File: src/rtl/mole_slot_arbiter_if.sv
// Bundles the start/request inputs and the slot, grant and round-status outputs of mole_slot_arbiter.
// The master modport is the side that drives start/req; the slave modport is the arbiter itself.
interface mole_slot_arbiter_if;
    logic       start_i;
    logic [1:0] req_i;
    logic [1:0] grant_o;
    logic [3:0] slot0_pos_o;
    logic [3:0] slot1_pos_o;
    logic       game_active_o;
    logic       game_over_o;
    logic [6:0] seconds_left_o;

    modport master (
        output start_i,
        output req_i,
        input  grant_o,
        input  slot0_pos_o,
        input  slot1_pos_o,
        input  game_active_o,
        input  game_over_o,
        input  seconds_left_o
    );

    modport slave (
        input  start_i,
        input  req_i,
        output grant_o,
        output slot0_pos_o,
        output slot1_pos_o,
        output game_active_o,
        output game_over_o,
        output seconds_left_o
    );
endinterface

File: src/rtl/mole_slot_arbiter.sv
// Round timer plus round-robin hole allocator for the two player mole slots.
// Each grant picks an LFSR-seeded hole that avoids the other slot and the winner's own hole.
module mole_slot_arbiter #(
    parameter int unsigned NUM_HOLES     = 9,
    parameter int unsigned TICK_DIV      = 50_000_000,
    parameter int unsigned ROUND_SECONDS = 60,
    parameter logic [15:0] LFSR_SEED     = 16'hACE1
) (
    input logic               clk,
    input logic               rst_n,
    mole_slot_arbiter_if.slave bus
);
    localparam int unsigned   TickW     = (TICK_DIV > 1) ? $clog2(TICK_DIV) : 1;
    localparam logic [TickW-1:0] TickLast = TickW'(TICK_DIV - 1);
    localparam logic [6:0]    RoundLoad = 7'(ROUND_SECONDS);
    localparam logic [3:0]    NoMole    = 4'hF;
    localparam logic [3:0]    HoleCount = 4'(NUM_HOLES);
    localparam logic [3:0]    HoleLast  = 4'(NUM_HOLES - 1);

    typedef enum logic [1:0] {
        IDLE      = 2'd0,
        RUNNING   = 2'd1,
        GAME_OVER = 2'd2
    } state_e;

    state_e             state_q, state_d;
    logic [TickW-1:0]   tickCnt_q, tickCnt_d;
    logic [6:0]         secondsLeft_q, secondsLeft_d;
    logic               rrPtr_q, rrPtr_d;
    logic [15:0]        lfsr_q, lfsr_d;
    logic [3:0]         slot0Pos_q, slot0Pos_d;
    logic [3:0]         slot1Pos_q, slot1Pos_d;
    logic [1:0]         grant_q, grant_d;
    logic               gameActive_q, gameActive_d;
    logic               gameOver_q, gameOver_d;

    logic [1:0]         eligible;
    logic               anyEligible;
    logic               winner;
    logic [3:0]         lfsrHole;
    logic [3:0]         ownPos;
    logic [3:0]         otherPos;
    logic [3:0]         pickedHole;

    function automatic logic [3:0] wrapInc(input logic [3:0] h);
        return (h == HoleLast) ? 4'd0 : h + 4'd1;
    endfunction

    // A player that was granted last cycle sits out one cycle so it can drop its request.
    assign eligible    = bus.req_i & ~grant_q;
    assign anyEligible = |eligible;
    assign winner      = (eligible == 2'b11) ? rrPtr_q : eligible[1];
    assign ownPos      = winner ? slot1Pos_q : slot0Pos_q;
    assign otherPos    = winner ? slot0Pos_q : slot1Pos_q;
    assign lfsrHole    = (lfsr_q[3:0] >= HoleCount) ? lfsr_q[3:0] - HoleCount : lfsr_q[3:0];

    // Two exclusions at most, so two forward steps always land on a free hole.
    always_comb begin
        pickedHole = lfsrHole;
        for (int k = 0; k < 2; k++) begin
            if (pickedHole == ownPos || pickedHole == otherPos) begin
                pickedHole = wrapInc(pickedHole);
            end
        end
    end

    always_comb begin
        state_d       = state_q;
        tickCnt_d     = tickCnt_q;
        secondsLeft_d = secondsLeft_q;
        rrPtr_d       = rrPtr_q;
        slot0Pos_d    = slot0Pos_q;
        slot1Pos_d    = slot1Pos_q;
        grant_d       = 2'b00;
        lfsr_d        = {lfsr_q[14:0], lfsr_q[15] ^ lfsr_q[13] ^ lfsr_q[12] ^ lfsr_q[10]};

        if (bus.start_i) begin
            state_d       = RUNNING;
            tickCnt_d     = '0;
            secondsLeft_d = RoundLoad;
            slot0Pos_d    = NoMole;
            slot1Pos_d    = NoMole;
        end else begin
            case (state_q)
                RUNNING: begin
                    if (tickCnt_q == TickLast) begin
                        tickCnt_d     = '0;
                        secondsLeft_d = secondsLeft_q - 7'd1;
                        if (secondsLeft_q == 7'd1) begin
                            state_d    = GAME_OVER;
                            slot0Pos_d = NoMole;
                            slot1Pos_d = NoMole;
                        end
                    end else begin
                        tickCnt_d = tickCnt_q + TickW'(1);
                    end
                    // Round end on this edge suppresses any grant.
                    if (state_d == RUNNING && anyEligible) begin
                        rrPtr_d = ~winner;
                        if (winner) begin
                            grant_d    = 2'b10;
                            slot1Pos_d = pickedHole;
                        end else begin
                            grant_d    = 2'b01;
                            slot0Pos_d = pickedHole;
                        end
                    end
                end
                IDLE, GAME_OVER: begin
                    state_d = state_q;
                end
                default: begin
                    state_d = IDLE;
                end
            endcase
        end

        gameActive_d = (state_d == RUNNING);
        gameOver_d   = (state_d == GAME_OVER);
    end

    always_ff @(posedge clk or negedge rst_n) begin
        if (!rst_n) begin
            state_q       <= IDLE;
            tickCnt_q     <= '0;
            secondsLeft_q <= 7'd0;
            rrPtr_q       <= 1'b0;
            lfsr_q        <= LFSR_SEED;
            slot0Pos_q    <= NoMole;
            slot1Pos_q    <= NoMole;
            grant_q       <= 2'b00;
            gameActive_q  <= 1'b0;
            gameOver_q    <= 1'b0;
        end else begin
            state_q       <= state_d;
            tickCnt_q     <= tickCnt_d;
            secondsLeft_q <= secondsLeft_d;
            rrPtr_q       <= rrPtr_d;
            lfsr_q        <= lfsr_d;
            slot0Pos_q    <= slot0Pos_d;
            slot1Pos_q    <= slot1Pos_d;
            grant_q       <= grant_d;
            gameActive_q  <= gameActive_d;
            gameOver_q    <= gameOver_d;
        end
    end

    assign bus.grant_o        = grant_q;
    assign bus.slot0_pos_o    = slot0Pos_q;
    assign bus.slot1_pos_o    = slot1Pos_q;
    assign bus.game_active_o  = gameActive_q;
    assign bus.game_over_o    = gameOver_q;
    assign bus.seconds_left_o = secondsLeft_q;
endmodule
File: src/flat_wrapper.sv
// flat-port wrapper written by rule: the top's interface ports become plain ports
module mole_slot_arbiter_flat 
#(
    parameter int unsigned NUM_HOLES     = 9,
    parameter int unsigned TICK_DIV      = 50_000_000,
    parameter int unsigned ROUND_SECONDS = 60,
    parameter logic [15:0] LFSR_SEED     = 16'hACE1
)
  (clk, rst_n, bus_start_i, bus_req_i, bus_grant_o, bus_slot0_pos_o, bus_slot1_pos_o, bus_game_active_o, bus_game_over_o, bus_seconds_left_o);
  mole_slot_arbiter_if bus_i ();
  input logic clk;
  input logic rst_n;
  input wire logic [$bits(bus_i.start_i)-1:0] bus_start_i;
  input wire logic [$bits(bus_i.req_i)-1:0] bus_req_i;
  output wire logic [$bits(bus_i.grant_o)-1:0] bus_grant_o;
  output wire logic [$bits(bus_i.slot0_pos_o)-1:0] bus_slot0_pos_o;
  output wire logic [$bits(bus_i.slot1_pos_o)-1:0] bus_slot1_pos_o;
  output wire logic [$bits(bus_i.game_active_o)-1:0] bus_game_active_o;
  output wire logic [$bits(bus_i.game_over_o)-1:0] bus_game_over_o;
  output wire logic [$bits(bus_i.seconds_left_o)-1:0] bus_seconds_left_o;
  assign bus_i.start_i = bus_start_i;
  assign bus_i.req_i = bus_req_i;
  assign bus_grant_o = bus_i.grant_o;
  assign bus_slot0_pos_o = bus_i.slot0_pos_o;
  assign bus_slot1_pos_o = bus_i.slot1_pos_o;
  assign bus_game_active_o = bus_i.game_active_o;
  assign bus_game_over_o = bus_i.game_over_o;
  assign bus_seconds_left_o = bus_i.seconds_left_o;
  mole_slot_arbiter #(.NUM_HOLES(NUM_HOLES), .TICK_DIV(TICK_DIV), .ROUND_SECONDS(ROUND_SECONDS), .LFSR_SEED(LFSR_SEED)) u_core (.clk(clk), .rst_n(rst_n), .bus(bus_i));
endmodule
File: config.mk
export PLATFORM = sky130hd
export DESIGN_NAME = mole_slot_arbiter_flat
export DESIGN_NICKNAME = d
export VERILOG_FILES = /design/src/rtl/mole_slot_arbiter_if.sv /design/src/rtl/mole_slot_arbiter.sv /design/src/flat_wrapper.sv
export SDC_FILE = /design/constraint.sdc
export NUM_CORES = 1
export LEC_CHECK = 0
export BUFFER_PORTS_ARGS = -buffer_cell sky130_fd_sc_hd__buf_2
export CORE_ASPECT_RATIO = 1.4
export CORE_UTILIZATION = 60
export DETAILED_ROUTE_END_ITERATION = 10
export PLACE_DENSITY = 0.88
export SLEW_MARGIN = 20
export SYNTH_ARGS = -nofsm -noshare
export SYNTH_HDL_FRONTEND = slang
export SYNTH_SLANG_ARGS = --single-unit
File: constraint.sdc
create_clock -name clk -period 4.7 [get_ports clk]
set_clock_uncertainty 0.2 [all_clocks]
set_input_delay 0.235 -clock clk [delete_from_list [all_inputs] [get_ports clk]]
set_output_delay 0.235 -clock clk [all_outputs]
set_load 0.02 [all_outputs]
==> key figures <==
Outcome
  – Outcome: complete, no violations

Pwr
  – Clk network pwr share: 40.6%
  – Total power: 1.29 mW
  – PD cells: 320 nW/um^2
  – Sw Ratio: 26.6%
  – Part of the power in registers: 45.7%
  – Maximum VDD drop: 346 uV
  – Leak: 1.64 nW
  – Combinational Power Share: 13.7%
  – P_sw: 0.342 mW
  – P_int: 0.946 mW

Clocking
  – CTS sink count: 64
  – CTS tree: done
  – CTS Root Cell: clkbuf_8
  – CTS Buffer Depth: 2
  – CTS Buf Count: 9
  – Clk pin slew, worst setup/hold paths: 0.07 ns
  – CTS Hold Bufs: 1
  – Resized Gates After CTS: 0
  – Setup bufs post-CTS: 0
  – Worst skew pair latency: 0.33 ns
  – H-Tree Depth: 3

Critical path
  – Crit start category: register
  – Cell Chain, Critical Path: inv_1 -> ha_1 -> nor3b_1 -> o211a_2 -> nor3_1 -> nand4b_1 -> o32ai_4 -> mux2i_2 -> xor2_1 -> or4_1 -> o41ai_1 -> or3_4 -> nand3b_1 -> a31oi_1
  – R2r startpoint: u_core.lfsr_q[1]
  – WP buf/inv: 1
  – R2R Setup Slk: 0.41 ns
  – Reg2reg end: u_core.bus.slot0_pos_o[2]
  – Crit path max fanout: 7
  – Setup CP Type: register to register
  – Crit end category: register
  – Critical Path AT: 4.35 ns
  – Top Family by Delay on Critical Path: simple AND/OR/NAND/NOR gates
  – Worst path max stage delay: 0.55 ns
  – CP max-delay cell: or4_1
  – WP data required: 4.76 ns
  – R2R depth: 14

Timing
  – Slew headroom: 49.3%
  – Setup Viol. Count Final: 0
  – Tightest Pin Transition: 0.761 ns
  – Slew Limit Fails: 0
  – Final Hold Viols: 0
  – RSZ-0062 raised after global routing: no
  – FMAX: 233 MHz
  – Min Tclk post-route: 4.29 ns
  – Final period util: 91.2%
  – Total negative setup slack: 0 ns

Floorplan
  – Initial Util: 61.7%
  – Core area: 5820 sq um
  – Die Footprint: 6300 sq um
  – # rows: 33
  – Die Y: 93.5 um
  – I/O pins: 24
  – DIE WIDTH: 67.4 um

Detailed routing
  – DR iter-0 viols: 200
  – DR DRC count: 0
  – DRT Pass-1 Iters: 5
  – Per-cell routed wire length: 16.4 um
  – Final ANT Viol Nets: 0
  – DRT Wirelength: 7820 um
  – Via Count: 2880
  – Vias/cell: 6.03

Worst hold path
  – Hold_sp: bus_start_i
  – Worst hold endpoint: u_core.bus.seconds_left_o[0]
  – Cell depth of the worst hold path: 2
  – Hold WC Path Type: primary input to register

Yosys
  – FFs w/ async S/R, synth: 100%
  – Post-synth top flop: dfrtp_1
  – Synth warn: 0
  – Register area share after synthesis: 45.2%
  – Number of flops mapped to enable cells by yosys: 0
  – Netlist Area Pre-Place: 3590 sq um
  – #FFs+latches synth: 64
  – Distinct cells, synth: 63
  – Synth Net Count: 382
  – Mapped Avg Cell Area: 9.68 sq um
  – Cell count after synthesis: 371

Finish
  – Final net count: 414
  – Layout cells sized above 1: 18.6%
  – Fillers: 404
  – Diode count: 0
  – Area grow syn2layout: 12.0%

GRT
  – Initial antenna violation count: 0
  – Global-route wire length before repair: 12200 um
  – GRT overflow: 0
  – Largest net degree at the start of global routing: 65
  – Number of global-route vias before repair: 2682
  – GR Util All Layers: 26.6%

Placement
  – # port buffers: 23
  – Placer Congestion: 0.861
  – HPWL after detailed placement: 5240 um

Flow run
  – Max Cap Viol: 0
==> per-stage QoR <==
| stage | setup slack, ns | hold slack (ns) | utilization (%) | instance area, sq um | cells |
|---|---|---|---|---|---|
| after floorplan | 0.867 | -0.261 | - | 3590 | 371 |
| after global placement | 0.601 | 0.136 | 65.1 | 3790 | 461 |
| final | 0.411 | 0.0741 | 69.1 | 4020 | 478 |
| after detailed placement | 0.477 | 0.144 | 65.1 | 3790 | 461 |
| after CTS | 0.447 | 0.0597 | 69.1 | 4020 | 478 |
| after global routing | 0.145 | 0.0919 | 69.1 | 4020 | 478 |
==> synthesized netlist by cell type (all sizes together), types with 2 or more instances <==
| cell type | n | share of area (%) |
|---|---|---|
| clkbuf | 5 | 0.52 |
| a31oi | 2 | 0.35 |
| nor4 | 5 | 0.87 |
| nor2 | 50 | 5.3 |
| nor3 | 8 | 1.1 |
| and3 | 9 | 1.8 |
| a21boi | 3 | 0.73 |
| a211oi | 2 | 0.42 |
| nor2b | 5 | 0.87 |
| or4 | 2 | 0.42 |
| o22a | 5 | 1.2 |
| nand3b | 2 | 0.42 |
| o31ai | 3 | 0.63 |
| o21ai | 19 | 2.6 |
| o32ai | 3 | 1.3 |
| ha | 6 | 2.1 |
| nand3 | 14 | 2.0 |
| nor3b | 2 | 0.56 |
| dfstp | 16 | 12 |
| or3 | 7 | 1.4 |
| nor4b | 4 | 0.98 |
| nand2b | 13 | 2.3 |
| dfrtp | 48 | 33 |
| nand4b | 2 | 0.66 |
| nand4 | 11 | 1.9 |
| xnor2 | 17 | 4.1 |
| and2 | 3 | 0.52 |
| buf | 2 | 0.42 |
| inv | 11 | 1.1 |
| mux2i | 7 | 2.3 |
| or3b | 2 | 0.49 |
| nand4bb | 2 | 0.63 |
| nand2 | 26 | 2.7 |
| or2 | 3 | 0.52 |
| xor2 | 25 | 6.1 |
| o21bai | 2 | 0.42 |
| a21oi | 12 | 1.7 |
==> flip-flops by register name, indices dropped and copies added (netlist names) <==
signal	flops
u_core.bus.slot0_pos_o	4
u_core.rrPtr_q	1
u_core.lfsr_q	16
u_core.state_q	2
u_core.bus.grant_o	2
u_core.bus.game_active_o	1
u_core.bus.game_over_o	1
u_core.tickCnt_q	26
u_core.bus.seconds_left_o	7
u_core.bus.slot1_pos_o	4
==> layout by cell type, fill, tap and decap left out, types with 11 or more instances in the layout <==
cell	Yosys	final
o21ai_0	11	11
nand3_1	14	14
dfrtp_1	48	48
dfstp_2	16	16
nand2_1	26	26
xnor2_1	17	17
nand2b_1	13	13
xor2_1	25	25
a21oi_1	12	12
nor2_1	49	49
buf_2	0	23
nand4_1	11	11
==> metal layers <==
metal	part of all wire, %	vias to the layer above	global-route usage [%]
met1	40	1396	31.4
met4	2.6	0	12.6
met2	54	84	46.2
li1	-	1382	-
met5	0	-	0
met3	3.7	18	3.78
==> worst max path at each step <==
stage / from / endpoint / slack [ns] / cells after the start
floorplan: u_core.lfsr_q[0] / u_core.bus.slot0_pos_o[1] / 0.87 / 13
global placement: u_core.lfsr_q[1] / u_core.bus.slot1_pos_o[2] / 0.60 / 14
detailed placement: u_core.lfsr_q[1] / u_core.bus.slot0_pos_o[2] / 0.48 / 14
CTS: u_core.lfsr_q[1] / u_core.bus.slot0_pos_o[2] / 0.45 / 14
global route: u_core.lfsr_q[1] / u_core.bus.slot0_pos_o[0] / 0.14 / 14
finish: u_core.lfsr_q[1] / u_core.bus.slot0_pos_o[2] / 0.41 / 14
==> kinds of logic after synthesis <==
group	after synthesis	share of synthesized area (%)
AOI/OAI and AO/OA	60	11.6
xor gates and xnor gates	42	10.2
adders and majority gates	6	2.09
buffers and inverters	18	2.09
DFF	64	45.2
muxes	8	2.58
and+or+nand+nor	173	26.2
==> cell type report <==
type	instances	area, sq um	area share [%]
clock buffers	11	141	3.52
well taps	70	87.6	2.18
inverters	11	41.3	1.03
repair buffers	28	155	3.86
clock inverters	5	80.1	1.99
multi-input cells	289	1890	47.1
flip-flops and latches	64	1620	40.3
==> power groups by stage <==
stage	Clock, mW	Combinational (mW)	Sequential [mW]
2_1_floorplan	0	0.114	0.607
5_1_grt	0.549	0.193	0.590
3_5_place_dp	0	0.174	0.598
4_1_cts	0.533	0.175	0.588
6_report	0.523	0.177	0.588
3_3_place_gp	0	0.170	0.597
Power figures use the tool's default switching activity.
